===== src/rtl/tile_index_sequencer.sv =====
// Tiled matrix-product index walker: emits A/B read and C write tile-row beats for C = A x B.
// Optional zero-dimension start check is compiled in with TILE_SEQ_ZERO_DIM_CHECK_EN.
module tile_index_sequencer #(
  parameter int index_width = 8,
  parameter int k           = 2
) (
  input  logic                   i_Clk,
  input  logic                   i_Rst_n,
  input  logic                   i_Start,
  input  logic [31:0]            i_Config,
  input  logic                   i_Ready,
  output logic                   o_Valid,
  output logic [2:0]             o_Type,
  output logic [index_width-1:0] o_Row_Index,
  output logic [index_width-1:0] o_Column_Index,
  output logic [k-1:0]           o_Position,
  output logic                   o_Last_Term,
  output logic                   o_Busy,
  output logic                   o_Done,
  output logic                   o_Error,
  output logic [2:0]             o_Dbg_State
);

  typedef enum logic [2:0] {
    IDLE = 3'd0,
    RD_A = 3'd1,
    RD_B = 3'd2,
    WR_C = 3'd3,
    FIN  = 3'd4
  } state_t;

  localparam int unsigned PL = k - 1;
  localparam logic [k-1:0] P_LAST = PL[k-1:0];

  state_t                 state_q, state_d;
  logic [index_width-1:0] mu_q, mu_d, gamma_q, gamma_d, lambda_q, lambda_d;
  logic [index_width-1:0] i_q, i_d, j_q, j_d, t_q, t_d;
  logic [k-1:0]           p_q, p_d;
  logic                   xfer, p_wrap, t_wrap, j_wrap, i_wrap;
  logic                   unused_cfg;

  assign unused_cfg = ^i_Config[31:24];

  // Handshake: a beat transfers when o_Valid & i_Ready on a rising edge; while
  // o_Valid is high and i_Ready low every beat field is held, and o_Valid only
  // falls after the final C beat has transferred.
  assign xfer   = o_Valid & i_Ready;
  assign p_wrap = (p_q == P_LAST);
  assign t_wrap = (t_q == mu_q - 1'b1);
  assign j_wrap = (j_q == gamma_q - 1'b1);
  assign i_wrap = (i_q == lambda_q - 1'b1);

`ifdef TILE_SEQ_ZERO_DIM_CHECK_EN
  logic err_q, err_d, zero_dim;
  assign zero_dim = (i_Config[16 +: index_width] == '0) |
                    (i_Config[8 +: index_width] == '0) |
                    (i_Config[0 +: index_width] == '0);
  assign o_Error  = err_q;
`else
  assign o_Error  = 1'b0;
`endif

  always_comb begin
    state_d  = state_q;
    mu_d     = mu_q;
    gamma_d  = gamma_q;
    lambda_d = lambda_q;
    i_d      = i_q;
    j_d      = j_q;
    t_d      = t_q;
    p_d      = p_q;
`ifdef TILE_SEQ_ZERO_DIM_CHECK_EN
    err_d    = 1'b0;
`endif
    case (state_q)
      IDLE: begin
        if (i_Start) begin
          mu_d     = i_Config[16 +: index_width];
          gamma_d  = i_Config[8 +: index_width];
          lambda_d = i_Config[0 +: index_width];
          i_d      = '0;
          j_d      = '0;
          t_d      = '0;
          p_d      = '0;
`ifdef TILE_SEQ_ZERO_DIM_CHECK_EN
          if (zero_dim) err_d = 1'b1;
          else          state_d = RD_A;
`else
          state_d = RD_A;
`endif
        end
      end
      RD_A: begin
        if (xfer) begin
          p_d = p_q + 1'b1;
          if (p_wrap) begin
            p_d     = '0;
            state_d = RD_B;
          end
        end
      end
      RD_B: begin
        if (xfer) begin
          p_d = p_q + 1'b1;
          if (p_wrap) begin
            p_d = '0;
            if (t_wrap) begin
              t_d     = '0;
              state_d = WR_C;
            end else begin
              t_d     = t_q + 1'b1;
              state_d = RD_A;
            end
          end
        end
      end
      WR_C: begin
        if (xfer) begin
          p_d = p_q + 1'b1;
          if (p_wrap) begin
            p_d     = '0;
            state_d = RD_A;
            if (j_wrap) begin
              j_d = '0;
              if (i_wrap) begin
                i_d     = '0;
                state_d = FIN;
              end else begin
                i_d = i_q + 1'b1;
              end
            end else begin
              j_d = j_q + 1'b1;
            end
          end
        end
      end
      FIN:     state_d = IDLE;
      default: state_d = IDLE;
    endcase
  end

  always_ff @(posedge i_Clk or negedge i_Rst_n) begin
    if (!i_Rst_n) begin
      state_q  <= IDLE;
      mu_q     <= '0;
      gamma_q  <= '0;
      lambda_q <= '0;
      i_q      <= '0;
      j_q      <= '0;
      t_q      <= '0;
      p_q      <= '0;
`ifdef TILE_SEQ_ZERO_DIM_CHECK_EN
      err_q    <= 1'b0;
`endif
    end else begin
      state_q  <= state_d;
      mu_q     <= mu_d;
      gamma_q  <= gamma_d;
      lambda_q <= lambda_d;
      i_q      <= i_d;
      j_q      <= j_d;
      t_q      <= t_d;
      p_q      <= p_d;
`ifdef TILE_SEQ_ZERO_DIM_CHECK_EN
      err_q    <= err_d;
`endif
    end
  end

  // Beat fields come straight from registered state and counters.
  always_comb begin
    o_Valid        = 1'b0;
    o_Type         = 3'b000;
    o_Row_Index    = '0;
    o_Column_Index = '0;
    o_Position     = '0;
    o_Last_Term    = 1'b0;
    case (state_q)
      RD_A: begin
        o_Valid        = 1'b1;
        o_Type         = 3'b001;
        o_Row_Index    = i_q;
        o_Column_Index = t_q;
        o_Position     = p_q;
      end
      RD_B: begin
        o_Valid        = 1'b1;
        o_Type         = 3'b010;
        o_Row_Index    = t_q;
        o_Column_Index = j_q;
        o_Position     = p_q;
        o_Last_Term    = t_wrap;
      end
      WR_C: begin
        o_Valid        = 1'b1;
        o_Type         = 3'b100;
        o_Row_Index    = i_q;
        o_Column_Index = j_q;
        o_Position     = p_q;
      end
      default: ;
    endcase
  end

  assign o_Busy      = (state_q != IDLE);
  assign o_Dbg_State = state_q;
`ifdef TILE_SEQ_ZERO_DIM_CHECK_EN
  assign o_Done      = (state_q == FIN) | err_q;
`else
  assign o_Done      = (state_q == FIN);
`endif

endmodule


===== config.mk =====
export PLATFORM = sky130hd
export DESIGN_NAME = tile_index_sequencer
export DESIGN_NICKNAME = d
export VERILOG_FILES = /design/src/rtl/tile_index_sequencer.sv
export SDC_FILE = /design/constraint.sdc
export NUM_CORES = 1
export LEC_CHECK = 0
export BUFFER_PORTS_ARGS = -buffer_cell sky130_fd_sc_hd__buf_2
export CAP_MARGIN = 20
export CORE_AREA = 4 4 93 95
export CTS_CLUSTER_DIAMETER = 60
export CTS_CLUSTER_SIZE = 28
export DETAILED_ROUTE_END_ITERATION = 8
export DIE_AREA = 0 0 97 99
export GPL_ROUTABILITY_DRIVEN = 0
export PLACE_DENSITY = 0.74
export SLEW_MARGIN = 20
export SYNTH_ARGS = -nofsm -noshare
export SYNTH_HDL_FRONTEND = slang
export SYNTH_SLANG_ARGS = --single-unit

===== constraint.sdc =====
create_clock -name i_Clk -period 3.1 [get_ports i_Clk]
set_clock_uncertainty 0.05 [all_clocks]
set_input_delay 0.31 -clock i_Clk [delete_from_list [all_inputs] [get_ports i_Clk]]
set_output_delay 0.31 -clock i_Clk [all_outputs]
set_load 0.03 [all_outputs]

Word level (Yosys, flattened, before mapping)
Index checks and enable logic that the tools add are counted.

word-level totals
  output and inout port bits = 29
  flip-flop bits (word level) = 53
  logic and storage cells = 82
  input bits = 36

operators by class
  add/sub/neg operators = 7
  reductions and logical operators = 14
  eq/ne operators = 17
  mux-type cells = 35
  bitwise operators = 1

operators with widths
  kind                                                                number
  8-bit two-way mux                                                   11
  8-bit case mux with 2 select lines                                  5
  3-bit two-way mux                                                   9
  8-bit by 1-bit adder with 8-bit output, second input constant       3
  8-bit == test                                                       3
  8-bit by 1-bit subtractor with 8-bit output, second input constant  3
  2-bit != test, second input constant                                8
  3-bit case mux with 4 select lines                                  1
  2-bit two-way mux                                                   5
  3-bit case mux with 3 select lines                                  1
  4-bit AND reduction                                                 2
  7-bit AND reduction                                                 1
  3-bit by 2-bit == test with 1-bit output, second input constant     2
  2-bit nonzero test                                                  3
  5-bit AND reduction                                                 1
  2-bit case mux with 2 select lines                                  1
  2-bit OR reduction                                                  2
  3-bit by 1-bit == test with 1-bit output, second input constant     1
  3-bit == test, second input constant                                1
  3-bit logical NOT                                                   1
  3-bit AND reduction                                                 1
  3-bit nonzero test                                                  1
  3-bit OR reduction                                                  1
  2-bit by 1-bit adder with 2-bit output, second input constant       1
  other kinds (5)                                                     6

Longest topological paths before layout
  depth after elaboration = 7
  gate-level depth with buffers = 10
  depth with buffers taken out = 9

Worst setup path after synthesis
No wires, ideal clock.

  path type = flip-flop to flip-flop
  start = reg state_q[2] (netlist: o_Dbg_State[2])
  end = reg t_q[3]
  required time = 2.985 ns
  data arrival time = 2.678 ns
  setup slack = 0.307 ns
  period minus slack after synthesis = 2.793 ns
  buffers on the path = 1
  stages on the path, launching flop included = 7
  library setup time = 0.065 ns
  cells stage by stage = dfrtp_1 clkbuf_1 nor3b_1 a31oi_1 or3_1 a21oi_1 a21o_1

between the ends
  cells in the longest elaborated chain, start to end = 6
  elaborated cells on any way between the ends = 13
  those cells by class = eq/ne: 6; mux: 2; bitwise: 1; reduce/logical: 4

RTL lines
  what                                                              RTL line  source
  start: declaration                                                35        state_t state_q, state_d;
  start signal: assignment                                          156       state_q <= state_d;
  3-bit by 2-bit == test with 1-bit output (tied with other cells)  75, 178
  3-bit OR reduction (no line)                                      n/a
  1-bit two-way mux                                                 178       case (state_q)
  1-bit AND                                                         47        assign xfer = o_Valid & i_Ready;
  2-bit != test (no line)                                           n/a
  4-bit AND reduction (no line)                                     n/a
  end signal: assignment                                            162       t_q <= t_d;
  end: declaration                                                  37        logic [index_width-1:0] i_q, i_d, j_q, j_d, t_q, t_d;

Several ways; a longest one is shown, not always the timed one.
A chain may end at the register's enable or synchronous reset.

Worst setup path after layout
  start = reg mu_q[0]
  end = out o_Last_Term

between the ends
  cells in the longest elaborated chain, start to end = 3

RTL lines
  what                                         RTL line  source
  start: declaration                           36        logic [index_width-1:0] mu_q, mu_d, gamma_q, gamma_d, lambda_q, lambda_d;
  start signal: assignment                     157       mu_q <= mu_d;
  8-bit by 1-bit subtractor with 8-bit output  49        assign t_wrap = (t_q == mu_q - 1'b1);
  8-bit == test                                49
  1-bit two-way mux                            178
  end: declaration                             17        output logic o_Last_Term,

Every way passes these cells.

==> metrics.md <==
| Metric | Value |
|---|---|
| Largest net degree at the start of global routing | `35` |
| Final ANT Viol Nets | `0` |
| CTS clk-pin slew, worst paths | `0.09 ns` |
| # rows | `32` |
| Top-Level Pins | `65` |
| Drt first pass iters | `4` |
| Core area | `7727 um^2` |
| # setup viols final | `0` |
| Nets | `472` |
| Total wire length | `8359 um` |
| Comb power frac | `0.515` |
| DPL Wire Length | `6183 um` |
| Synth cell count leaders | `53 x dfrtp_1, 38 x nand2_1, 32 x nor2_1` |
| Slew Viols, Final | `0` |
| Startpoint Class | `register` |
| Yosys top cell by area | `dfrtp_1` |
| WHS | `0.03041 ns` |
| Die Y | `99 um` |
| First-pass GRT wire length | `14040 um` |
| Via Count | `2977` |
| Initial antenna violation count | `0` |
| CTS buffer count | `5` |
| Post-CTS Setup Inserts | `0` |
| Arr. time, crit path | `2.62 ns` |
| Fin crit period | `2.983 ns` |
| Relative slew margins | `0.4659` |
| Top_reg_cell synth | `dfrtp_1` |
| Static leakage | `1.757 nW` |
| Final Cycle Share | `0.9624` |
| FMAX | `0.3352 GHz` |
| Post-Route Setup TNS | `0 ns` |
| Starting Density | `0.4474` |
| Register bit total from synthesis | `53` |
| Mean Syn Cell Area | `9.050 um^2` |
| Clock network power share | `0.117` |
| Synthesis Warnings | `0` |
| Async SR Flop Fraction | `1.000` |
| DR iter-0 viols | `182` |
| Top post-synthesis cells by area | `dfrtp_1 38%, mux2_2 6.2%, xnor2_1 5.3%` |
| Crit Path Max Fanout | `6` |
| Share of layout cells above drive strength 1 | `0.2302` |
| Wirelength per Cell | `15.71 um` |
| Post-synth EDFFs | `0` |
| Status | `completed` |
| Routed vias/inst | `5.596` |
| DIE WIDTH | `97 um` |
| Final Hold Fails | `0` |
| Syn Inst Count | `382` |
| DR DRC count | `0` |
| H-Tree Depth | `2` |
| Register share of total power | `0.369` |
| CP Capture Type | `primary output` |
| Die area | `9603 um^2` |
| Most common cell in the netlist | `dfrtp_1` |
| Port bufs | `55` |
| Peak VDD IR | `0.5010 mV` |
| P&R area growth vs syn | `13.32%` |
| Fraction of the yosys area taken by sequential cells | `0.3836` |
| RSZ-0062 raised after global routing | `no` |
| Switching Fraction | `0.4543` |
| Unique masters post-synth | `57` |
| Overall global routing resource usage | `0.1764` |
| Post-Syn Nets | `424` |
| Gr ovfl total | `0` |
| TritonCTS clock tree | `done` |
| Max-cap violation count | `0` |
| Worst-Skew Late Latency | `0.31 ns` |
| CTS Buffer Depth | `2` |
| NetSw | `1.544 mW` |
| Root buffer cell | `clkbuf_8` |
| Synth top area share | `0.3836` |
| Crit path required time | `2.74 ns` |
| WS Path Type | `reg -> out` |
| Vias in the first global route | `2991` |
| Mapped Area | `3457 um^2` |
| Clk sinks | `53` |
| Pwr dens | `867.7 nW/um^2` |
| Actual slew at the worst max-slew pin | `0.7974 ns` |
| Internal Pwr Total | `1.855 mW` |
| Worst hold path class | `in -> async` |
| Diode count | `0` |
-- critical path: stages (launching register included) --
cell      delay (ns)
dfrtp_1         0.43
inv_1           0.09
ha_1            0.25
or3b_2          0.49
a211oi_1        0.26
o211ai_1        0.15
a211oi_2        0.27
and2_1          0.19
buf_2           0.20
-- layout make-up --
type	instances	area, um^2
inverters	10	37.54
well taps	102	127.6
fillers	720	3810
flip-flops and latches	53	1326
clock buffers	7	86.33
repair buffers	64	342.8
multi-input cells	296	1997
-- per-layer routing --
metal  global-route usage  vias to the layer above  wire length [um]
met5                    0                        -                 0
met4              0.05076                        0               156
met3              0.02406                       17               402
met2               0.2983                       84              3928
met1               0.2368                     1417              3871
li1                     -                     1459                 -
-- registers in the layout, summed over array words and instances, names as in the netlist --
| register | count |
|---|---|
| p_q | 2 |
| t_q | 8 |
| lambda_q | 8 |
| j_q | 8 |
| i_q | 8 |
| gamma_q | 8 |
| mu_q | 8 |
| o_Dbg_State | 3 |
-- timing repair --
| action | 4_1_cts | 5_1_grt |
|---|---|---|
| gates resized for setup | 1 | 0 |
| hold buffers | 0 | 0 |
| endpoints found under the setup margin | 1 | 0 |
-- through the flow --
step | instances | instance area (um^2) | util | power [mW] | setup slack (ns)
after floorplan | 382 | 3457 | - | 2.562 | 0.3073
after global placement | 525 | 3826 | 0.4951 | 2.947 | 0.2472
after detailed placement | 525 | 3826 | 0.4951 | 3.008 | 0.1649
after CTS | 532 | 3918 | 0.5070 | 3.419 | 0.1008
after global routing | 532 | 3918 | 0.5070 | 3.672 | 0.01692
final | 532 | 3918 | 0.5070 | 3.399 | 0.1166
-- layout by cell type, fill, tap and decap left out, types with 2 or more instances in the layout --
master and count:
ha_1 6, a221o_1 3, nand2b_1 3, a31o_2 2, a21oi_1 12, nand3_1 6, xor2_1 12, nand3b_1 5
nor3b_1 3, and2_1 5, xnor2_1 21, nor4_1 2, inv_1 10, nor2_1 32, clkbuf_8 6, a22oi_1 12
o211ai_1 2, and3_1 6, a22o_1 8, o21ai_0 18, a31oi_1 4, nand2_1 38, and3b_1 4, o21a_1 2
buf_2 55, or3_1 3, nor3_1 16, mux2_2 19, a21o_1 5, dfrtp_1 53, buf_4 9, a211oi_1 4
nand4_1 4, nor2b_1 13, o311a_1 2, o21ai_1 3, or4_1 3
-- power by group through the flow --
stage          clock, mW  sequential, mW  combinational, mW
6_report           0.397            1.25               1.75
5_1_grt            0.439            1.30               1.94
4_1_cts            0.411            1.25               1.76
3_5_place_dp           0            1.26               1.75
3_3_place_gp           0            1.25               1.70
2_1_floorplan          0            1.17               1.39
-- final timing paths --
kind	start	endpoint	slack (ns)	cells after the start
min	i_Rst_n	p_q[1]	0.03	1
min in group i_Clk	i_Config[1]	lambda_q[1]	0.16	3
min reg2reg	lambda_q[7]	lambda_q[7]	0.49	1
max	mu_q[0]	o_Last_Term	0.12	8
max reg2reg	gamma_q[0]	i_q[0]	0.23	9
max in group asynchronous	i_Rst_n	j_q[3]	2.19	2
-- cell families after synthesis --
family	synth area share
flip-flops	0.3836
AO/OA/AOI/OAI	0.1777
other	0.001085
multiplexers	0.06479
adder cells (fa/ha/maj)	0.02171
AND/OR/NAND/NOR	0.2273
XOR/XNOR	0.08361
buffers and inverters	0.04018
Power figures use the tool's default switching activity.
